$ cat config.mk
export PLATFORM = sky130hd
export DESIGN_NAME = lcd_bus_scheduler
export DESIGN_NICKNAME = d
export VERILOG_FILES = /design/src/rtl/lcd_bus_scheduler.sv
export SDC_FILE = /design/constraint.sdc
export NUM_CORES = 1
export LEC_CHECK = 0
export ABC_AREA = 1
export CELL_PAD_IN_SITES_DETAIL_PLACEMENT = 2
export CELL_PAD_IN_SITES_GLOBAL_PLACEMENT = 2
export CORE_ASPECT_RATIO = 0.7
export CORE_MARGIN = 2
export CORE_UTILIZATION = 23
export CTS_CLUSTER_DIAMETER = 60
export DETAILED_ROUTE_END_ITERATION = 6
export PLACE_DENSITY = 0.73
export SLEW_MARGIN = 5
export SYNTH_ARGS = -nofsm -noshare
export SYNTH_HDL_FRONTEND = slang
export SYNTH_SLANG_ARGS = --single-unit
$ cat constraint.sdc
create_clock -name clk -period 1.6 [get_ports clk]
set_clock_uncertainty 0.15 [all_clocks]
set_input_delay 0.32 -clock clk [delete_from_list [all_inputs] [get_ports clk]]
set_output_delay 0.32 -clock clk [all_outputs]
set_load 0.02 [all_outputs]
$ cat src/rtl/lcd_bus_scheduler.sv
// Two-port round-robin scheduler for a write-only character-LCD bus.
// Each accepted request becomes one setup / enable pulse / hold / settle write sequence.
module lcd_bus_scheduler #(
    parameter int unsigned SETUP_CYCLES = 1,
    parameter int unsigned PULSE_CYCLES = 2,
    parameter int unsigned HOLD_CYCLES  = 1,
    parameter int unsigned SHORT_WAIT   = 4,
    parameter int unsigned LONG_WAIT    = 16
) (
    input  logic       clk,
    input  logic       rst,
    input  logic       req0_valid,
    input  logic       req0_rs,
    input  logic [7:0] req0_data,
    output logic       req0_ready,
    input  logic       req1_valid,
    input  logic       req1_rs,
    input  logic [7:0] req1_data,
    output logic       req1_ready,
    output logic [7:0] lcd_data,
    output logic       lcd_enable,
    output logic       lcd_rw,
    output logic       lcd_rs,
    output logic       busy,
    output logic       last_grant
);

    localparam logic [7:0] SETUP_LD = 8'(SETUP_CYCLES - 1);
    localparam logic [7:0] PULSE_LD = 8'(PULSE_CYCLES - 1);
    localparam logic [7:0] HOLD_LD  = 8'(HOLD_CYCLES - 1);
    localparam logic [7:0] SHORT_LD = 8'(SHORT_WAIT - 1);
    localparam logic [7:0] LONG_LD  = 8'(LONG_WAIT - 1);

    typedef enum logic [2:0] {IDLE, SETUP, PULSE, HOLD, WAIT} state_t;

    state_t     state, state_nx;
    logic [7:0] cnt, cnt_nx;
    logic       long_q;
    logic       open;
    logic       sel;
    logic       accept;
    logic       pick_rs;
    logic [7:0] pick_data;
    logic       pick_long;

    // The last settle cycle is treated as the IDLE return so a waiting
    // request is taken on the same edge the write finishes.
    assign open = (state == IDLE) || ((state == WAIT) && (cnt == 8'd0));

    always_comb begin
        sel = ~last_grant;
        if (req0_valid && !req1_valid)
            sel = 1'b0;
        else if (req1_valid && !req0_valid)
            sel = 1'b1;
    end

    assign req0_ready = open && !sel;
    assign req1_ready = open && sel;
    assign accept     = (req0_valid && req0_ready) || (req1_valid && req1_ready);
    assign pick_rs    = sel ? req1_rs : req0_rs;
    assign pick_data  = sel ? req1_data : req0_data;
    // Clear display (0x01) and return home (0x02/0x03) need the long settle.
    assign pick_long  = !pick_rs && (pick_data[7:2] == 6'd0) && (pick_data[1:0] != 2'd0);

    always_comb begin
        state_nx = state;
        cnt_nx   = cnt;
        case (state)
            IDLE: begin
                if (accept) begin
                    state_nx = SETUP;
                    cnt_nx   = SETUP_LD;
                end
            end
            SETUP: begin
                if (cnt == 8'd0) begin
                    state_nx = PULSE;
                    cnt_nx   = PULSE_LD;
                end else begin
                    cnt_nx = cnt - 8'd1;
                end
            end
            PULSE: begin
                if (cnt == 8'd0) begin
                    state_nx = HOLD;
                    cnt_nx   = HOLD_LD;
                end else begin
                    cnt_nx = cnt - 8'd1;
                end
            end
            HOLD: begin
                if (cnt == 8'd0) begin
                    state_nx = WAIT;
                    cnt_nx   = long_q ? LONG_LD : SHORT_LD;
                end else begin
                    cnt_nx = cnt - 8'd1;
                end
            end
            WAIT: begin
                if (cnt == 8'd0) begin
                    if (accept) begin
                        state_nx = SETUP;
                        cnt_nx   = SETUP_LD;
                    end else begin
                        state_nx = IDLE;
                    end
                end else begin
                    cnt_nx = cnt - 8'd1;
                end
            end
            default: begin
                state_nx = IDLE;
                cnt_nx   = 8'd0;
            end
        endcase
    end

    always_ff @(posedge clk) begin
        if (rst) begin
            state      <= IDLE;
            cnt        <= 8'd0;
            lcd_data   <= 8'h00;
            lcd_rs     <= 1'b0;
            lcd_enable <= 1'b0;
            long_q     <= 1'b0;
            last_grant <= 1'b1;
        end else begin
            state      <= state_nx;
            cnt        <= cnt_nx;
            // Registered strobe keeps the enable pin free of decode glitches.
            lcd_enable <= (state_nx == PULSE);
            if (accept) begin
                lcd_data   <= pick_data;
                lcd_rs     <= pick_rs;
                long_q     <= pick_long;
                last_grant <= sel;
            end
        end
    end

    assign busy   = (state != IDLE);
    assign lcd_rw = 1'b0;

endmodule

Word level (Yosys, flattened, before mapping)
Cells that the tools add are included.
{ "totals": {"reg_bits": 23, "wordCells": 52} }
{ "op_classes": {"add_sub_neg": 1, "eq_ne": 5, "muxes": 18, "n_bitwise": 1, "reduce_logical": 20} }
{ "op_table": {"columns": ["cell", "count"], "rows": [
  ["2-to-1 mux 8 bit", 6],
  ["case mux 8 bit (5 select lines)", 1],
  ["2-to-1 mux 3 bit", 5],
  ["case mux 3 bit (5 select lines)", 1],
  ["== test 3 x 2 -> 1 bit, second input constant", 3],
  ["logical AND 1 bit", 9],
  ["logical NOT 8 bit", 1],
  ["subtractor 8 x 1 -> 8 bit, second input constant", 1],
  ["logical NOT 6 bit", 1],
  ["logical NOT 1 bit", 4],
  ["2-to-1 mux 1 bit", 4],
  ["2-to-1 mux 4 bit", 1],
  ["== test 3 x 1 -> 1 bit, second input constant", 1],
  ["== test 3 bit, second input constant", 1],
  ["logical NOT 3 bit", 1],
  ["nonzero test 3 bit", 1],
  ["logical OR 1 bit", 2],
  ["nonzero test 2 bit", 1],
  ["NOT 1 bit", 1]
]} }

Longest topological paths before layout
{ "logic_depth": {"word_depth": 12, "depth_mapped": 11} }

Least setup slack after synthesis
No wires, ideal clock.
{ "synth_path": {"kind": "reg2out", "startpoint": "register cnt[0]", "endpoint": "output req1_ready", "arrival_time_ns": 1.388, "t_required_ns": 1.130, "path_slack_ns": -0.258, "stages_incl_launch_ff": 7, "cell_sequence": "dfxtp_1 > inv_1 > ha_1 > nand3_2 > nor2_4 > o21ai_2 > a21oi_1"} }
{ "synth_between": {"elab_chain_len": 4} }
{ "synth_lines": {"columns": ["element", "line_no", "source"], "rows": [
  ["start, declared", "37", "logic [7:0] cnt, cnt_nx;"],
  ["start signal, assigned", "130", "cnt <= cnt_nx;"],
  ["logical NOT 8 bit", "48", "assign open = (state == IDLE) || ((state == WAIT) && (cnt == 8'd0));"],
  ["logical AND 1 bit", "48", null],
  ["logical OR 1 bit", "48", null],
  ["logical AND 1 bit", "59", "assign req1_ready = open && sel;"],
  ["end, declared", "19", "output logic req1_ready,"]
]} }
No other way between the ends.

Worst setup path after layout
{ "layout_path": {"startpoint": "register cnt[1]", "endpoint": "output req1_ready"} }
Same word-level chain as after synthesis.

==> results.cfg <==
[sta]
rsz0062_at_grt = true
timing.final.max_slew_violations = 0
fin_crit_ns = 1.96
min_period_over_period_pct = 122
clock.fmax_mhz = 510
finalSetupTns_ns = -5.79
hold_viol = 0
finalSetupViolCount = 25
layout_setup_ws_ns = -0.360

[power]
peakVddDrop_uv = 496
p_per_area_mw_per_mm2 = 1910
p_leak_nw = 1.17

[drt]
drtPass1Iterations = 4
drt-total-wl_mm = 7.31
vias_per_cell = 4.72
drc = 0
via_count = 1736
drt-wirelength-per-cell_um = 19.9
first_iter_violations = 48
ant_nets = 0

[placement]
globalplace.congestion = 0.734
io_buffers = 35
place_area_mm2 = 0.00216
hpwlAfterDp_mm = 4.60

[synth]
yosys.area.top_type_share_pct = 34.0
netlist_area_mm2 = 0.00135
ys_ff_latch = 23
syn-instance-count = 201
seq_area_frac_synth_pct = 34.0
avgSynthCellArea_um2 = 6.74
yosys.area.top_type = dfxtp_1
synth_nets = 224
ys.warnings.count = 0
synth_cell_types = 34
ys_top_cells_by_area = dfxtp_1 34%, nand2_1 15%, nor2_1 6.9%

[critical_path]
crit_arrival_ns = 1.49
cp_data_required_time_ns = 1.13
cp-start-kind = flop
cp_slowest_cell = dfxtp_2
worstPathMaxFanout = 3
cpPeakStageDelay_ns = 0.34
crit_chain = inv_2 -> ha_4 -> nand3_4 -> nor2_4 -> o21ai_4 -> a21oi_4 -> buf_6
worstSetupPathType = flop to primary output
cp-end-kind = primary output

[floorplanning]
die_w_um = 95.7
rows = 23
fp.coreArea_mm2 = 0.00570
initial_core_util_pct = 23.8
die_h_um = 68.2
dieArea_mm2 = 0.00653
ios = 37

[clock_tree]
cts.clk_slew.worst_paths_ns = 0.10
cts_hold_buf = 0
insertion_delay_ns = 0.28
h-tree-depth = 1
cts_made_buffers = 3
root_buffer = clkbuf_8
cts_tree = done
clockBufferDepth = 2
cts.sinks = 23

[cells_and_area]
final_cell_mix = 55 x buf_4, 49 x nand2_1, 19 x nor2_1, 19 x dfxtp_1, 19 x clkdlybuf4s50_1
final_common_cell = buf_4
n_antenna_cell = 0
drive_above_1_share_pct = 39.6
area_growth_pct = 78.4
finalNetCount = 317
fin_area_mm2 = 0.00241

[grt]
antenna_found_initial = 0
grt_usage_pct = 22.3
grt_pass1_vias = 1887
grt-ovfl-total = 0
grt_pass1_wl_mm = 10.5
grt_max_degree = 15

[run_status]
violations = setup timing
outcome = complete, but fails checks

[worst_hold_path]
min_path_type = flop to flop

[run]
maxCapViolCount = 0
-- stage by stage --
stage	hold slack [ns]	util, %	power [W]	setup WS [ns]	cells
floorplan	0.239	-	0.00228	0.0161	201
global placement	0.299	37.8	0.00341	-0.698	354
detailed placement	0.311	37.8	0.00354	-0.743	354
CTS	0.326	41.1	0.00436	-0.322	363
global route	0.332	42.4	0.00490	-0.417	368
finish	0.319	42.4	0.00461	-0.360	368
-- where the power goes --
part / switching [W] / total, W / internal [W] / leakage [nW]
clock: 0.000234 / 0.000412 / 0.000177 / 0.0217
combinational: 0.00188 / 0.00333 / 0.00145 / 0.956
sequential: 0.000114 / 0.000869 / 0.000755 / 0.191
-- worst paths after layout --
path	startpoint	end	slack, ns	cells after the start
hold reg to reg	cnt[6]	cnt[6]	0.32	2
setup / recovery	cnt[1]	req1_ready	-0.36	7
setup reg to reg	cnt[1]	lcd_data[4]	-0.33	11
hold / removal	cnt[6]	cnt[6]	0.32	2
-- sequential cells by signal, indices dropped and copies added, names as in the netlist --
register,count
state,3
cnt,8
lcd_enable,1
lcd_data,8
long_q,1
last_grant,1
lcd_rs,1
-- cell usage after synthesis --
master	number
nand3_2	1
buf_4	1
ha_1	1
nand2_4	3
nand2_1	55
o211ai_1	1
nor2_1	25
and3_1	1
o21ai_2	2
clkinv_1	1
nand2_2	5
nand3b_1	4
xor2_1	2
clkbuf_1	1
o211a_1	1
inv_1	17
buf_6	2
nor3_2	1
o21ai_0	3
o21bai_1	1
a21oi_1	14
inv_2	3
nand3_1	16
or2_2	1
a31oi_1	1
clkinv_2	1
dfxtp_1	23
conb_1	1
xnor2_1	2
o21ai_1	4
nand4_1	2
nor2_4	3
a22oi_1	1
a21oi_2	1
-- worst max-delay path, delay by kind of cell, from the launching register on --
kind            cells  cell delay [ns]
flops               1             0.34
fa+ha+maj           1             0.17
compound gates      2             0.24
simple gates        2             0.23
buf+inv             2             0.22
-- kinds of logic (layout without fill, tap and decap cells) --
group           count (synthesis)  after routing  synth area share, %
simple gates                  117            117                 40.9
compound gates                 29             29                 12.6
buf+inv                        26            118                 8.69
flops                          23             23                 34.0
xor+xnor                        4              4                 2.59
fa+ha+maj                       1              1                0.924
other cells                     1              1                0.277
-- cell type report --
| class | count | area [um^2] |
|---|---|---|
| fill | 669 | 3280 |
| multi-input combinational | 152 | 922 |
| timing repair buffer | 91 | 786 |
| sequential | 23 | 465 |
| inverter | 22 | 93.8 |
| tap | 75 | 93.8 |
| clock buffer | 3 | 41.3 |
| clock inverter | 1 | 7.51 |
| timing repair inverter | 1 | 5.00 |
-- metal layers --
metal,GRT usage [%],wire [um]
met3,3.63,250
met5,0,0
met2,39.2,3540
met4,5.36,210
met1,28.8,3310
-- timing repair --
| action | 4_1_cts | 5_1_grt |
|---|---|---|
| buffers inserted | 4 | 5 |
| cloned | 1 | 1 |
| resized for setup | 65 | 9 |
| setup endpoints to repair | 37 | 27 |
| pin swaps | 3 | 6 |
Power figures use the tool's default switching activity.
